===== config.mk =====
export PLATFORM = sky130hd
export DESIGN_NAME = kmkz_dbg_uart_bridge
export DESIGN_NICKNAME = d
export VERILOG_FILES = /design/src/rtl/kmkz_dbg_pkg.sv /design/src/rtl/kmkz_dbg_uart_bridge_if.sv /design/src/rtl/kmkz_uart_phy.sv /design/src/rtl/kmkz_dbg_uart_bridge.sv
export SDC_FILE = /design/constraint.sdc
export NUM_CORES = 1
export LEC_CHECK = 0
export ABC_AREA = 0
export BUFFER_PORTS_ARGS = -buffer_cell sky130_fd_sc_hd__buf_2
export CAP_MARGIN = 0
export CORE_UTILIZATION = 35
export CTS_CLUSTER_DIAMETER = 200
export CTS_CLUSTER_SIZE = 10
export DETAILED_ROUTE_END_ITERATION = 12
export PLACE_DENSITY = 0.63
export SLEW_MARGIN = 0
export SYNTH_ARGS = -nofsm -noshare
export SYNTH_HDL_FRONTEND = slang
export SYNTH_HIERARCHICAL = 1
export SYNTH_SLANG_ARGS = --single-unit

===== constraint.sdc =====
create_clock -name clk_i -period 2.2 [get_ports clk_i]
set_clock_uncertainty 0.15 [all_clocks]
set_input_delay 0.22 -clock clk_i [delete_from_list [all_inputs] [get_ports clk_i]]
set_output_delay 0.22 -clock clk_i [all_outputs]
set_load 0.01 [all_outputs]

===== src/rtl/kmkz_dbg_pkg.sv =====
// Shared types and constants for the debug UART bridge.
// Holds FSM encoding, command layout, notify byte, default divider.
package kmkz_dbg_pkg;

  typedef enum logic [2:0] {
    ST_IDLE      = 3'd0,
    ST_WAIT_DATA = 3'd1,
    ST_STROBE    = 3'd2,
    ST_CAPTURE   = 3'd3,
    ST_TX_BUSY   = 3'd4
  } state_t;

  localparam int         CMD_WR_BIT  = 7;
  localparam logic [7:0] NOTIFY_BYTE = 8'hA5;
  localparam int         DEF_CLK_DIV = 868;

endpackage


===== src/rtl/kmkz_dbg_uart_bridge_if.sv =====
// Byte-level handshake between the bridge FSM and the UART phy.
// master = command FSM side, slave = serialiser side.
interface kmkz_dbg_uart_bridge_if;

  logic [7:0] rx_dat;
  logic       rx_vld;
  logic       rx_ack;
  logic [7:0] tx_dat;
  logic       tx_load;
  logic       tx_busy;

  modport master (
    input  rx_dat, rx_vld, tx_busy,
    output rx_ack, tx_dat, tx_load
  );

  modport slave (
    output rx_dat, rx_vld, tx_busy,
    input  rx_ack, tx_dat, tx_load
  );

endinterface


===== src/rtl/kmkz_uart_phy.sv =====
// 8N1 UART serialiser/deserialiser with a one-byte RX holding register.
// RX arms only after one full bit time of idle-high line.
module kmkz_uart_phy
  import kmkz_dbg_pkg::*;
#(
  parameter int g_clk_div = DEF_CLK_DIV
) (
  input  logic clk_i,
  input  logic rst_n_i,
  input  logic rxd,
  output logic txd,
  kmkz_dbg_uart_bridge_if.slave link
);

  localparam int CW = $clog2(g_clk_div + 1);
  localparam logic [CW-1:0] DIV_M1 = CW'(g_clk_div - 1);
  localparam logic [CW-1:0] HALF   = CW'(g_clk_div / 2);

  logic [2:0]    sync;
  logic          rx_line;
  logic          rx_prev;
  logic          armed;
  logic [CW-1:0] arm_cnt;
  logic          rx_busy;
  logic [CW-1:0] rx_cnt;
  logic [3:0]    rx_bit;
  logic [7:0]    rx_sh;
  logic [7:0]    rx_hold;
  logic          rx_full;
  logic          rx_smp;
  logic          rx_wrap;
  logic          rx_done;

  logic          tx_busy;
  logic [CW-1:0] tx_cnt;
  logic [3:0]    tx_bit;
  logic [8:0]    tx_sh;
  logic          txd_q;

  assign rx_line = sync[1];
  assign rx_prev = sync[2];
  assign rx_smp  = rx_busy && (rx_cnt == HALF);
  assign rx_wrap = (rx_cnt == DIV_M1);
  assign rx_done = rx_smp && (rx_bit == 4'd9) && rx_line;

  always_ff @(posedge clk_i or negedge rst_n_i) begin
    if (!rst_n_i) sync <= 3'b111;
    else          sync <= {sync[1:0], rxd};
  end

  always_ff @(posedge clk_i or negedge rst_n_i) begin
    if (!rst_n_i) begin
      armed   <= 1'b0;
      arm_cnt <= '0;
    end else if (!armed) begin
      if (!rx_line)              arm_cnt <= '0;
      else if (arm_cnt == DIV_M1) armed  <= 1'b1;
      else                       arm_cnt <= arm_cnt + 1'b1;
    end
  end

  // Bit 0 is the start bit (re-checked mid-bit), 1..8 data, 9 stop.
  always_ff @(posedge clk_i or negedge rst_n_i) begin
    if (!rst_n_i) begin
      rx_busy <= 1'b0;
      rx_cnt  <= '0;
      rx_bit  <= '0;
      rx_sh   <= '0;
    end else if (!rx_busy) begin
      if (armed && rx_prev && !rx_line) begin
        rx_busy <= 1'b1;
        rx_cnt  <= CW'(1);
        rx_bit  <= '0;
      end
    end else begin
      rx_cnt <= rx_wrap ? '0 : rx_cnt + 1'b1;
      if (rx_wrap) rx_bit <= rx_bit + 1'b1;
      if (rx_smp) begin
        unique case (1'b1)
          (rx_bit == 4'd0): if (rx_line) rx_busy <= 1'b0;
          (rx_bit == 4'd9): rx_busy <= 1'b0;
          default:          rx_sh <= {rx_line, rx_sh[7:1]};
        endcase
      end
    end
  end

  always_ff @(posedge clk_i or negedge rst_n_i) begin
    if (!rst_n_i) begin
      rx_hold <= '0;
      rx_full <= 1'b0;
    end else if (rx_done && (!rx_full || link.rx_ack)) begin
      rx_hold <= rx_sh;
      rx_full <= 1'b1;
    end else if (link.rx_ack) begin
      rx_full <= 1'b0;
    end
  end

  assign link.rx_dat = rx_hold;
  assign link.rx_vld = rx_full;

  always_ff @(posedge clk_i or negedge rst_n_i) begin
    if (!rst_n_i) begin
      tx_busy <= 1'b0;
      tx_cnt  <= '0;
      tx_bit  <= '0;
      tx_sh   <= '1;
      txd_q   <= 1'b1;
    end else if (!tx_busy) begin
      if (link.tx_load) begin
        tx_busy <= 1'b1;
        tx_sh   <= {1'b1, link.tx_dat};
        txd_q   <= 1'b0;
        tx_cnt  <= '0;
        tx_bit  <= '0;
      end
    end else if (tx_cnt == DIV_M1) begin
      tx_cnt <= '0;
      if (tx_bit == 4'd9) begin
        tx_busy <= 1'b0;
        txd_q   <= 1'b1;
      end else begin
        tx_bit <= tx_bit + 1'b1;
        txd_q  <= tx_sh[0];
        tx_sh  <= {1'b1, tx_sh[8:1]};
      end
    end else begin
      tx_cnt <= tx_cnt + 1'b1;
    end
  end

  assign txd          = txd_q;
  assign link.tx_busy = tx_busy;

endmodule


===== src/rtl/kmkz_dbg_uart_bridge.sv =====
// Host UART to debug-register bridge: command byte, optional data byte, read reply.
// Define KMKZ_DBG_UART_IRQ_NOTIFY_EN to send 0xA5 on dbg_irq_i rising edges.
module kmkz_dbg_uart_bridge
  import kmkz_dbg_pkg::*;
#(
  parameter int g_clk_div    = DEF_CLK_DIV,
  parameter int g_rx_timeout = 1000000
) (
  input  logic       clk_i,
  input  logic       rst_n_i,
  input  logic       uart_rxd_i,
  output logic       uart_txd_o,
  output logic [6:0] dbg_adr_o,
  output logic [7:0] dbg_dat_o,
  output logic       dbg_stb_o,
  output logic       dbg_we_o,
  input  logic [7:0] dbg_dat_i,
  input  logic       dbg_irq_i
);

  localparam int TW = $clog2(g_rx_timeout + 1);
  localparam logic [TW-1:0] TO_M1 = TW'(g_rx_timeout - 1);

  kmkz_dbg_uart_bridge_if link ();

  kmkz_uart_phy #(.g_clk_div(g_clk_div)) u_phy (
    .clk_i   (clk_i),
    .rst_n_i (rst_n_i),
    .rxd     (uart_rxd_i),
    .txd     (uart_txd_o),
    .link    (link.slave)
  );

  state_t        state;
  state_t        nxt;
  logic [6:0]    cmd_adr;
  logic [TW-1:0] to_cnt;
  logic          pend;
  logic          notify_go;
  logic          to_exp;

  logic          rx_ack;
  logic          tx_load;
  logic [7:0]    tx_dat;
  logic          ld_cmd;
  logic          ld_rd;
  logic          ld_wr;
  logic          pend_clr;

  assign notify_go = pend && !link.tx_busy;
  assign to_exp    = (to_cnt == TO_M1);

  always_ff @(posedge clk_i or negedge rst_n_i) begin
    if (!rst_n_i) state <= ST_IDLE;
    else          state <= nxt;
  end

  always_comb begin
    nxt = state;
    unique case (state)
      ST_IDLE: begin
        if (notify_go)
          nxt = ST_TX_BUSY;
        else if (link.rx_vld)
          nxt = link.rx_dat[CMD_WR_BIT] ? ST_WAIT_DATA : ST_STROBE;
      end
      ST_WAIT_DATA: begin
        if (link.rx_vld) nxt = ST_STROBE;
        else if (to_exp) nxt = ST_IDLE;
      end
      ST_STROBE:  nxt = dbg_we_o ? ST_IDLE : ST_CAPTURE;
      ST_CAPTURE: nxt = ST_TX_BUSY;
      ST_TX_BUSY: if (!link.tx_busy) nxt = ST_IDLE;
      default:    nxt = ST_IDLE;
    endcase
  end

  always_comb begin
    rx_ack   = 1'b0;
    tx_load  = 1'b0;
    tx_dat   = '0;
    ld_cmd   = 1'b0;
    ld_rd    = 1'b0;
    ld_wr    = 1'b0;
    pend_clr = 1'b0;
    dbg_stb_o = 1'b0;
    unique case (state)
      ST_IDLE: begin
        if (notify_go) begin
          tx_load  = 1'b1;
          tx_dat   = NOTIFY_BYTE;
          pend_clr = 1'b1;
        end else if (link.rx_vld) begin
          rx_ack = 1'b1;
          ld_cmd = link.rx_dat[CMD_WR_BIT];
          ld_rd  = !link.rx_dat[CMD_WR_BIT];
        end
      end
      ST_WAIT_DATA: begin
        rx_ack = link.rx_vld;
        ld_wr  = link.rx_vld;
      end
      ST_STROBE: dbg_stb_o = 1'b1;
      ST_CAPTURE: begin
        tx_load = 1'b1;
        tx_dat  = dbg_dat_i;
      end
      default: ;
    endcase
  end

  assign link.rx_ack  = rx_ack;
  assign link.tx_load = tx_load;
  assign link.tx_dat  = tx_dat;

  // Bus outputs change only when an access is launched.
  always_ff @(posedge clk_i or negedge rst_n_i) begin
    if (!rst_n_i) begin
      cmd_adr   <= '0;
      dbg_adr_o <= '0;
      dbg_dat_o <= '0;
      dbg_we_o  <= 1'b0;
    end else begin
      if (ld_cmd) cmd_adr <= link.rx_dat[6:0];
      if (ld_rd) begin
        dbg_adr_o <= link.rx_dat[6:0];
        dbg_we_o  <= 1'b0;
      end
      if (ld_wr) begin
        dbg_adr_o <= cmd_adr;
        dbg_dat_o <= link.rx_dat;
        dbg_we_o  <= 1'b1;
      end
    end
  end

  always_ff @(posedge clk_i or negedge rst_n_i) begin
    if (!rst_n_i)                   to_cnt <= '0;
    else if (state == ST_WAIT_DATA) to_cnt <= to_cnt + 1'b1;
    else                            to_cnt <= '0;
  end

`ifdef KMKZ_DBG_UART_IRQ_NOTIFY_EN
  logic irq_q;

  // A new edge in the same cycle as the clear re-arms the flag.
  always_ff @(posedge clk_i or negedge rst_n_i) begin
    if (!rst_n_i) begin
      irq_q <= 1'b0;
      pend  <= 1'b0;
    end else begin
      irq_q <= dbg_irq_i;
      if (dbg_irq_i && !irq_q) pend <= 1'b1;
      else if (pend_clr)       pend <= 1'b0;
    end
  end
`else
  logic unused_notify;

  assign pend          = 1'b0;
  assign unused_notify = dbg_irq_i ^ pend_clr;
`endif

endmodule


# [Yosys cells after proc, flatten, opt, wreduce, memory -nomap -nowiden]
# Index checks and enable logic that the tools add are counted.
[totals] register_bits=117 elab_cells=128
[classes] addsub=6 eq_ne=18 muxes=59 bitwise_logic=2 n_reduce_logical=23
[ops] operator="$mux W10" count=8
[ops] operator="$mux W9" count=4
[ops] operator="$add A10 B1 Y10 const B" count=3
[ops] operator="$eq A10 B10 Y1 const B" count=3
[ops] operator="$mux W4" count=7
[ops] operator="$mux W1" count=27
[ops] operator="$add A20 B1 Y20 const B" count=1
[ops] operator="$eq A20 B20 Y1 const B" count=1
[ops] operator="$mux W20" count=1
[ops] operator="$pmux W3 S5" count=1
[ops] operator="$mux W7" count=2
[ops] operator="$mux W3" count=4
[ops] operator="$eq A10 B9 Y1 const B" count=1
[ops] operator="$ne A2 B2 Y1 const B" count=5
[ops] operator="$reduce_and A3 Y1" count=3
[ops] operator="$add A4 B1 Y4 const B" count=2
[ops] operator="$eq A4 B4 Y1 const B" count=2
[ops] operator="$mux W8" count=1
[ops] operator="$reduce_bool A2 Y1" count=4
[ops] operator="$eq A3 B2 Y1 const B" count=2
[ops] operator="$logic_and A1 B1 Y1" count=6
[ops] operator="$reduce_and A2 Y1" count=3
[ops] operator="$logic_not A4 Y1" count=1
[ops] operator="$mux W2" count=2
[ops] operator="10 further kinds" count=14

# [Longest topological paths before layout]
# Gate-level depths: netlist of run 1.
[depth] depth_word=6 mapped_depth=6

# [Cells and area by module]
# The synthesis of run 1 kept the hierarchy.
[modules_own_cells] mod="kmkz_uart_phy" n_inst=1 cells_each=326 area_each_um2=3479.6 seq_area_each_um2=1766.7
[modules_own_cells] mod="kmkz_dbg_uart_bridge" n_inst=1 cells_each=202 area_each_um2=2175.8 seq_area_each_um2=1151.1

# [Worst setup path after synthesis of run 1]
# Ideal clock, no wire load.
[synth_timing] path_type="reg-to-reg" from="register state[1]" to="register u_phy.tx_sh[1]" setup_time_ps=82 arrival_time_ps=2118 required_ps=1968 slack_ps=-150 stages_incl_launch_ff=6 path_buffers=0 synth_period_minus_slack_ps=2350 path_cell_list="dfrtp_1 inv_1 nor3_1 nor2_1 nor2_2 mux2_2"
[synth_via] elab_chain_cells=4 elab_cells_between_ends=7
[synth_lines] item="start, declared" line_no="kmkz_dbg_uart_bridge.sv:34" source="state_t state;"
[synth_lines] item="start signal, assigned" line_no="kmkz_dbg_uart_bridge.sv:55" source="else state <= nxt;"
[synth_lines] item="$eq A3 B2 Y1" line_no="kmkz_dbg_uart_bridge.sv:87" source="unique case (state)"
[synth_lines] item="$mux W1"
[synth_lines] item="via link.tx_load" line_no="kmkz_dbg_uart_bridge_if.sv:9" source="logic tx_load;"
[synth_lines] item="$reduce_bool A2 Y1 (no source line)"
[synth_lines] item="$reduce_and A3 Y1 (no source line)"
[synth_lines] item="end signal, assigned" line_no="kmkz_uart_phy.sv:113" source="tx_sh <= {1'b1, link.tx_dat};"
[synth_lines] item="end signal, assigned" line_no="kmkz_uart_phy.sv:126" source="tx_sh <= {1'b1, tx_sh[8:1]};"
[synth_lines] item="end, declared" line_no="kmkz_uart_phy.sv:37" source="logic [8:0] tx_sh;"
# The timed path passes the listed nets, and every way through them passes these cells. The select of a mux whose other input is x is not followed.
# A chain may end at the register's enable or synchronous reset.

# [Final worst setup path of run 1]
[layout_timing] from="register u_phy.rx_cnt[7]" to="register u_phy.rx_bit[3]"
[layout_via] elab_chain_cells=3
[layout_lines] item="start, declared" line_no="kmkz_uart_phy.sv:25" source="logic [CW-1:0] rx_cnt;"
[layout_lines] item="start signal, assigned" line_no="kmkz_uart_phy.sv:76" source="rx_cnt <= rx_wrap ? '0 : rx_cnt + 1'b1;"
[layout_lines] item="$eq A10 B10 Y1" line_no="kmkz_uart_phy.sv:43" source="assign rx_wrap = (rx_cnt == DIV_M1);"
[layout_lines] item="$ne A2 B2 Y1 (no source line)"
[layout_lines] item="$reduce_and A2 Y1 (no source line)"
[layout_lines] item="end signal, assigned" line_no="kmkz_uart_phy.sv:77" source="if (rx_wrap) rx_bit <= rx_bit + 1'b1;"
[layout_lines] item="end, declared" line_no="kmkz_uart_phy.sv:26" source="logic [3:0] rx_bit;"
# No other way between the ends.

==> results of run 1 <==
==> critical path: stages, from the launching register on <==
cell     delay [ps]
dfrtp_1         370
or4_4           550
or4_4           530
or3_1           320
a21oi_1         140
==> repair_timing <==
action	4_1_cts	5_1_grt
pin swaps	2	2
resized for setup	2	1
endpoints found under the hold margin	114	0
endpoints found under the setup margin	16	10
hold buffers	2	0
==> final cells by class <==
class                   instances  area share [%]
clock buffers                  19           6.588
multi-input cells             378           38.22
well taps                     216           3.931
inverters                      17          0.9281
flip-flops and latches        116           42.44
clock inverters                12           2.257
repair buffers                 55           5.641
==> cells in the mapped netlist (3+ instances only) <==
master,number
dfrtp_1,104
nand2_1,45
mux2_2,44
nand3_1,30
o21ai_0,29
nor2_1,27
a21oi_1,17
inv_1,16
nor3_1,14
and2_1,13
clkbuf_1,13
dfstp_2,12
or3_1,12
and3_1,11
ha_1,10
nand4_1,10
xor2_1,10
xnor2_1,8
mux2i_1,7
o22ai_1,7
o31ai_1,7
a31oi_1,5
and4_1,5
nand2b_1,5
a31o_2,4
nor2b_1,4
a22o_1,3
nor4_1,3
or4_1,3
==> sequential cells by signal (all words and copies together), names as in the netlist, 7 cells and up <==
register,count
dbg_adr_o,7
u_phy/arm_cnt,10
u_phy/tx_sh,8
to_cnt,20
u_phy/link.rx_dat,8
cmd_adr,7
u_phy/tx_cnt,10
u_phy/rx_cnt,10
u_phy/rx_sh,8
dbg_dat_o,8
==> power by group <==
part / switching, mW / leakage [nW] / internal [mW]
Sequential: 0.00784 / 1.58 / 2.15
Combinational: 0.0541 / 1.19 / 0.0260
Clock: 0.957 / 0.283 / 1.83
Total: 1.02 / 3.05 / 4.00
==> kinds of logic (layout without fill, tap and decap cells) <==
logic type      count (synthesis)  in the layout  synth area share [%]
compound gates                 92             92                 10.38
simple gates                  207            207                 20.53
fa+ha+maj                      10             10                 2.212
xor+xnor                       18             18                 2.788
buf+inv                        34            103                 2.500
flops                         116            116                 51.59
mux                            51             51                 10.00
==> per-layer routing <==
metal,up-vias,share of wire (%)
met3,15,2.3
met4,0,1.7
met2,48,50
li1,2044,-
met1,2111,46
met5,-,0
==> per-stage QoR <==
| step | setup slack, ps | power (mW) | area (sq um) | instances | hold WS [ps] |
|---|---|---|---|---|---|
| 3_5_place_dp | -119.6 | 2.271 | 6230 | 780 | -6.490 |
| 6_report | 64.90 | 5.021 | 6875 | 813 | 32.93 |
| 2_1_floorplan | 19.60 | 2.204 | 5669 | 528 | -225.6 |
| 3_3_place_gp | -63.42 | 2.270 | 6230 | 780 | -8.908 |
| 4_1_cts | 25.64 | 5.102 | 6869 | 813 | 20.39 |
| 5_1_grt | 31.40 | 5.201 | 6875 | 813 | 24.51 |
==> final timing paths <==
path	to	slack, ps	depth (start not counted)
max reg2reg	u_phy/rx_bit[3]$_DFFE_PN0P_	60	4
max	u_phy/rx_bit[3]$_DFFE_PN0P_	60	4
max in group asynchronous	u_phy/sync[0]$_DFF_PN1_	1180	3
min	u_phy/tx_sh[7]$_DFFE_PN1P_	30	3
min in group asynchronous	u_phy/tx_cnt[5]$_DFFE_PN0P_	110	2
min reg2reg	u_phy/sync[1]$_DFF_PN1_	200	0
==> impl_metrics.tcl, run 1 <==
set metrics [dict create \
    dp_hpwl_um 7695 \
    status "finished, final reports clean" \
    coreArea_sq_um 15830 \
    cp-end-kind "flip-flop" \
    grt_util_met3_pct 3.881 \
    hold_start "dbg_dat_i[7]" \
    viasPerCell 5.188 \
    final_cell_mix "dfrtp_1 (104), nand2_1 (45), mux2_2 (44)" \
    drv_slew 0 \
    clock_latency_ps 410 \
    layout-drive-gt1-share_pct 27.14 \
    met1_usage_pct 17.26 \
    critPathLaunchType "flip-flop" \
    final_common_cell "dfrtp_1" \
    r2r_start "u_phy/rx_cnt[7]$_DFFE_PN0P_" \
    fin_util_pct 43.44 \
    numPortBuffers 28 \
    htree_levels 4 \
    dieArea_sq_um 16670 \
    ff_latch_area_sq_um 2918 \
    cts_sinks 116 \
    ys_seq_area_share_pct 51.59 \
    totalWireLength_um 11290 \
    grt_start_max_net_pins 50 \
    cts_buffers 17 \
    routabilityCongestion 0.8051 \
    postSynthCellCount 528 \
    fillers 1506 \
    drv_cap 0 \
    powerDensity_nw_per_um2 730.3 \
    p_leak_nw 3.053 \
    postCtsSetupBuffers 0 \
    min_period_ps 2135 \
    finalSetupTns_ps 0 \
    setup_viol 0 \
    peakVddDrop_uv 563.4 \
    syn_area_sq_um 5655 \
    final-hold-violation-count 0 \
    synthTopCellsByArea "dfrtp_1 (46%), mux2_2 (8.8%), dfstp_2 (5.6%)" \
    antenna_found_initial 0 \
    period_share_pct 97.05 \
    wl_per_cell_um 13.88 \
    cts_tree "done" \
    start_util_pct 35.73 \
    multi_input_area_sq_um 2628 \
    drt_iter0_markers 197 \
    grt_pass1_vias 4098 \
    cts_max_path_buffers 2 \
    cts.clk_slew.worst_paths_ps 50 \
    top_usage_layer "met2" \
    startpoint "u_phy/rx_cnt[7]$_DFFE_PN0P_" \
    drc_errors 0 \
    path_class "reg -> reg" \
    rsz0062_at_grt "no" \
    grt.met2_usage_pct 24.70 \
    yosysWarnings 6 \
    synth-async-reset-ratio_pct 100.0 \
    ys_seq_elements 116 \
    drtPass1Iterations 4 \
    root_buffer "clkbuf_16" \
    nets 607 \
    min_path_type "in -> reg" \
    ys_types 64 \
    postSynthAreaPerCell_sq_um 10.71 \
    grt_pass1_wl_um 19110 \
    critPathRequiredTime_ps 2390 \
    die_h_um 129.1 \
    die_x_um 129.1 \
    tightest_slew_ps 689.5 \
    row_count 46 \
    grt_overflow_total 0 \
    mappedNetlistNets 550 \
    io_pins 30 \
    crit_fanout 3 \
    netlist.area_leader.share_pct 46.02 \
    timing.fmax_mhz 468.4 \
    syn2layout_area_growth_pct 21.57 \
    diodes 0 \
    yosys.area.top_type "dfrtp_1" \
    max_slew_margin_pct 54.03 \
    arrival_ps 2320 \
    route.vias.total 4218 \
    antenna_left 0 \
    synth_edf_count 0 \
    synth_ff_type "dfrtp_1" \
    grt_usage_pct 14.56 \
]
Note: power is estimated with default switching activity, not from simulation.
==> run 2: changes to the inputs <==
--- a/config.mk
+++ b/config.mk
@@ -8,3 +8,2 @@
 export ABC_AREA = 0
-export BUFFER_PORTS_ARGS = -buffer_cell sky130_fd_sc_hd__buf_2
 export CAP_MARGIN = 0
@@ -14,4 +13,4 @@
 export DETAILED_ROUTE_END_ITERATION = 12
-export PLACE_DENSITY = 0.63
-export SLEW_MARGIN = 0
+export DONT_BUFFER_PORTS = 1
+export PLACE_DENSITY = 0.62
 export SYNTH_ARGS = -nofsm -noshare
--- a/constraint.sdc
+++ b/constraint.sdc
@@ -4,2 +4,2 @@
 set_output_delay 0.22 -clock clk_i [all_outputs]
-set_load 0.01 [all_outputs]
+set_load 0.005 [all_outputs]
==> run 2 against run 1 <==
Compared with the run above: the flow now finishes with violations (negative hold slack); cell area down 2.5%; non-clock buffer count decreased by 31; register-to-register slack lost 30 ps; core utilization down 1.1 points; hold slack worse by 680 ps; global-route usage fell by 0.22 points; sequential share of layout area grew 1.1 points; wire length is 2.9% lower; total power shrank 0.84%; largest cell class unchanged; count of clock-buffer cells in the layout grew 1; sequential power barely moved; final cell count is 3.7% lower.
==> impl_metrics.tcl, run 2 (synthesized netlist as in run 1, its figures left out) <==
set metrics [dict create \
    routabilityCongestion 0.7960 \
    grt_util_met3_pct 4.046 \
    cts.clk_slew.worst_paths_ps 60 \
    cts_sinks 116 \
    max_slew_margin_pct 54.30 \
    antenna_found_initial 0 \
    violations "negative hold slack" \
    tightest_slew_ps 685.4 \
    min_period_ps 2166 \
    clock_latency_ps 410 \
    totalWireLength_um 10960 \
    cp-end-kind "flip-flop" \
    cts_max_path_buffers 2 \
    top_usage_layer "met2" \
    root_buffer "clkbuf_16" \
    die_x_um 129.1 \
    grt_overflow_total 0 \
    path_buf_inv 0 \
    place_inst 748 \
    cp_common_cell "or4_4" \
    ctsHoldBuffers 2 \
    grt_pass1_wl_um 19040 \
    coreArea_sq_um 15830 \
    layout-drive-gt1-share_pct 23.81 \
    drt_iter0_markers 220 \
    stdcell_count 783 \
    regToRegSetupSlack_ps 30 \
    numPortBuffers 0 \
    viasPerCell 5.252 \
    path_class "reg -> reg" \
    drtPass1Iterations 4 \
    setup_viol 0 \
    start_util_pct 35.73 \
    diodes 0 \
    dieArea_sq_um 16670 \
    crit_fanout 3 \
    grt_usage_pct 14.34 \
    regMostFlops "to_cnt" \
    p_leak_nw 2.892 \
    drc_errors 0 \
    peakVddDrop_uv 547.6 \
    met1_usage_pct 17.60 \
    arrival_ps 2350 \
    grt_pass1_vias 4152 \
    row_count 46 \
    largest_reg_flops 20 \
    cts_buffers 17 \
    min_path_type "in -> async" \
    r2r_start "u_phy/rx_cnt[4]$_DFFE_PN0P_" \
    timing.fmax_mhz 461.7 \
    cts_tree "done" \
    syn2layout_area_growth_pct 18.47 \
    antenna_left 0 \
    htree_levels 4 \
    worst_r2r_path_depth 4 \
    r2r_end "u_phy/rx_bit[3]$_DFFE_PN0P_" \
    grt_start_max_net_pins 117 \
    period_share_pct 98.45 \
    io_pins 30 \
    path_cells "or4_4 > or4_4 > or3_1 > a21oi_2" \
    nets 576 \
    grt.met2_usage_pct 23.56 \
    critPathRequiredTime_ps 2380 \
    hold-worst-slack_ps -647.4 \
    drv_slew 0 \
    final_cell_mix "dfrtp_1 (104), nand2_1 (45), mux2_2 (43)" \
    final_common_cell "dfrtp_1" \
    critPathSlowestCell "or4_4" \
    status "finished, violations left" \
    dp_hpwl_um 7199 \
    critPathLaunchType "flip-flop" \
    drv_cap 0 \
    final-hold-violation-count 116 \
    route.vias.total 4112 \
    wl_per_cell_um 13.99 \
    cpPeakStageDelay_ps 550 \
    cp_top_family "simple AND/OR/NAND/NOR gates" \
    powerDensity_nw_per_um2 743.1 \
    die_h_um 129.1 \
]
run 2: cell count changes in the layout (fill, tap and decap cells not counted), sizes merged:
cell,before,now
inv,17,16
buf,53,22
clkinv,4,5
clkbuf,19,20
run 2: worst register-to-register path, delay by kind of cell (launching register included):
kind / cells / cell delay, ps
flops: 1 / 370
simple gates: 3 / 1420
compound gates: 1 / 150
run 2: worst max path at each step:
stage	endpoint	depth (start not counted)	start
6_report	u_phy/rx_bit[3]$_DFFE_PN0P_	4	u_phy/rx_cnt[4]$_DFFE_PN0P_
5_1_grt	u_phy/link.rx_dat[5]$_DFFE_PN0P_	6	u_phy/rx_cnt[0]$_DFFE_PN0P_
4_1_cts	u_phy/rx_bit[3]$_DFFE_PN0P_	4	u_phy/rx_cnt[7]$_DFFE_PN0P_
3_5_place_dp	u_phy/rx_sh[4]$_DFFE_PN0P_	6	u_phy/rx_cnt[0]$_DFFE_PN0P_
3_3_place_gp	u_phy/link.rx_dat[1]$_DFFE_PN0P_	6	u_phy/rx_cnt[0]$_DFFE_PN0P_
2_1_floorplan	u_phy/link.rx_dat[0]$_DFFE_PN0P_	6	u_phy/rx_cnt[0]$_DFFE_PN0P_
run 2: what timing repair did:
| action | in CTS | in global routing |
|---|---|---|
| endpoints found under the hold margin | 118 | 116 |
| resized for setup | 3 | 6 |
| buffers inserted | 0 | 1 |
| pin swaps | 2 | 3 |
| endpoints found under the setup margin | 16 | 16 |
| gates cloned | 0 | 0 |
run 2: layer usage:
metal	wire length, um	share of wire, %	up-vias
met5	0	0	-
li1	-	-	1988
met4	146	1.3	0
met2	5344	49	63
met3	338	3.1	11
met1	5128	47	2050
run 2: through the flow:
stage                     total power [mW]  utilization [%]  TNS (ps)  worst slack [ps]  instance area (sq um)
after floorplan                      2.204                -         0             19.60                   5669
after global routing                 5.159            42.33    -1.782            -1.782                   6700
after CTS                            5.059            42.12         0             9.484                   6666
final                                4.979            42.33         0             34.03                   6700
after detailed placement             2.210            38.03     -1862            -138.3                   6020
after global placement               2.209            38.03    -982.8            -65.78                   6020
run 2: cell type report:
class	instances	area, sq um
flip-flops and latches	116	2918
well taps	216	270.3
fillers	1493	9128
clock buffers	20	456.7
clock inverters	12	155.1
inverters	17	63.81
multi-input cells	378	2651
repair buffers	24	185.2
run 2: power by group:
group          switching (mW)  internal [mW]
Combinational          0.0105         0.0109
Sequential            0.00884           2.15
Clock                   0.966           1.84
Total                   0.986           3.99
==> run 3: changes to the inputs <==
- PLACE_DENSITY: 0.62 -> 0.6
- clock period: 2.2 -> 2.5 ns (I/O delays scaled with it)
==> run 3 against run 2 <==
Compared with the run above: the flow still finishes with violations (negative hold slack); hold slack better by 25 ps; total power down 11%; via count down 2.8%; flip-flop and latch count unchanged; global-route usage down 0.62 points; register-to-register slack better by 99 ps; maximum frequency down 8.5%; sequential power down 12%; critical path type unchanged; critical endpoint is now u_phy/link.rx_dat[4]$_DFFE_PN0P_; largest cell class unchanged; largest power group unchanged.
==> impl_metrics.tcl, run 3 (synthesized netlist as in run 1, its figures left out) <==
set metrics [dict create \
    regMostFlops "to_cnt" \
    grt_start_max_net_pins 117 \
    dieArea_sq_um 16670 \
    viasPerCell 5.188 \
    max_slew_margin_pct 52.67 \
    fillers 1512 \
    drv_slew 0 \
    setup_viol 0 \
    min_path_type "in -> async" \
    route.vias.total 3995 \
    tightest_slew_ps 705.3 \
    critPathLaunchType "flip-flop" \
    io_pins 30 \
    powerDensity_nw_per_um2 675.5 \
    grt_pass1_wl_um 18030 \
    hold-worst-slack_ps -622.8 \
    largest_reg_flops 20 \
    critPathSlowestCell "or4b_2" \
    crit_fanout 8 \
    cts_max_path_buffers 2 \
    path_class "reg -> reg" \
    grt_usage_pct 13.72 \
    grt_overflow_total 0 \
    peakVddDrop_uv 411.8 \
    drc_errors 0 \
    root_buffer "clkbuf_16" \
    min_period_ps 2367 \
    p_leak_nw 2.832 \
    htree_levels 4 \
    final_cell_mix "dfrtp_1 (104), nand2_1 (45), mux2_2 (44)" \
    multi_input_area_sq_um 2596 \
    nets 563 \
    grt_pass1_vias 3852 \
    status "finished, violations left" \
    antenna_found_initial 0 \
    clock_latency_ps 420 \
    diodes 0 \
    drtPass1Iterations 5 \
    cp-end-kind "flip-flop" \
    drv_cap 0 \
    cts.clk_slew.worst_paths_ps 60 \
    timing.fmax_mhz 422.6 \
    rsz0062_at_grt "no" \
    critPathRequiredTime_ps 2650 \
    die_x_um 129.1 \
    finalSetupTns_ps 0 \
    dp_hpwl_um 6956 \
    final-hold-violation-count 116 \
    cts_buffers 17 \
    ctsHoldBuffers 2 \
    layout-drive-gt1-share_pct 21.12 \
    totalWireLength_um 10440 \
    dp_slack_ps 108.9 \
    period_share_pct 94.66 \
    cpPeakStageDelay_ps 630 \
    violations "negative hold slack" \
    wl_per_cell_um 13.56 \
    antenna_left 0 \
    fin_util_pct 41.42 \
    timing.final.ws_setup_ps 133.5 \
    numPortBuffers 0 \
    coreArea_sq_um 15830 \
    start_util_pct 35.73 \
    arrival_ps 2520 \
    cts_sinks 116 \
    die_h_um 129.1 \
    ff_latch_area_sq_um 2918 \
    row_count 46 \
    path_cells "inv_1 > ha_1 > or4b_2 > nor4_2 > nand3_2 > mux2_2" \
    cp_top_family "simple AND/OR/NAND/NOR gates" \
    drt_iter0_markers 245 \
    final_common_cell "dfrtp_1" \
    path_buf_inv 1 \
    postCtsSetupBuffers 0 \
    cts_tree "done" \
    syn2layout_area_growth_pct 15.93 \
    routabilityCongestion 0.8240 \
]
run 3: worst paths after layout:
path	from	to	slack (ps)	cells after the start
max	u_phy/rx_cnt[0]$_DFFE_PN0P_	u_phy/link.rx_dat[4]$_DFFE_PN0P_	130	6
min	rst_n_i	u_phy/tx_cnt[4]$_DFFE_PN0P_	-620	0
max reg2reg	u_phy/rx_cnt[0]$_DFFE_PN0P_	u_phy/link.rx_dat[4]$_DFFE_PN0P_	130	6
min reg2reg	u_phy/sync[0]$_DFF_PN1_	u_phy/sync[1]$_DFF_PN1_	210	0
max in group asynchronous	rst_n_i	u_phy/sync[2]$_DFF_PN1_	2600	0
min in group clk_i	dbg_dat_i[6]	u_phy/tx_sh[6]$_DFFE_PN1P_	60	3
run 3: area by class of cell:
cell class / instances / share of cell area (%)
clock buffer: 17 / 6.489
clock inverter: 15 / 2.977
inverter: 17 / 0.9733
multi-input combinational: 378 / 39.60
sequential: 116 / 44.50
tap: 216 / 4.122
timing repair buffer: 11 / 1.336
run 3: timing repair:
| action | in CTS | in global routing |
|---|---|---|
| setup endpoints to repair | 0 | 2 |
| gates resized for setup | 0 | 0 |
| endpoints found under the hold margin | 118 | 116 |
run 3: power by group:
group	internal [mW]	switching, mW	leakage (nW)	total [mW]
combinational	0.00857	0.00661	0.959	0.0152
clock	1.59	0.924	0.297	2.52
sequential	1.89	0.00987	1.58	1.90
total	3.49	0.940	2.83	4.43
run 3: metal layers:
metal,track usage [%],part of all wire [%],up-vias
met5,0,0,-
met4,6.505,1.6,0
met3,4.377,3.0,9
met2,22.01,48,57
met1,16.72,47,1958
li1,-,-,1971
run 3: stage by stage:
stage                     hold WS (ps)  power, mW  cell area, sq um  instances
after global placement          -193.3      1.943              5916        736
final                           -622.8      4.429              6556        770
after detailed placement        -192.8      1.943              5916        736
after global routing            -649.6      4.589              6556        770
after floorplan                 -195.6      1.939              5655        528
after CTS                       -639.1      4.489              6556        770
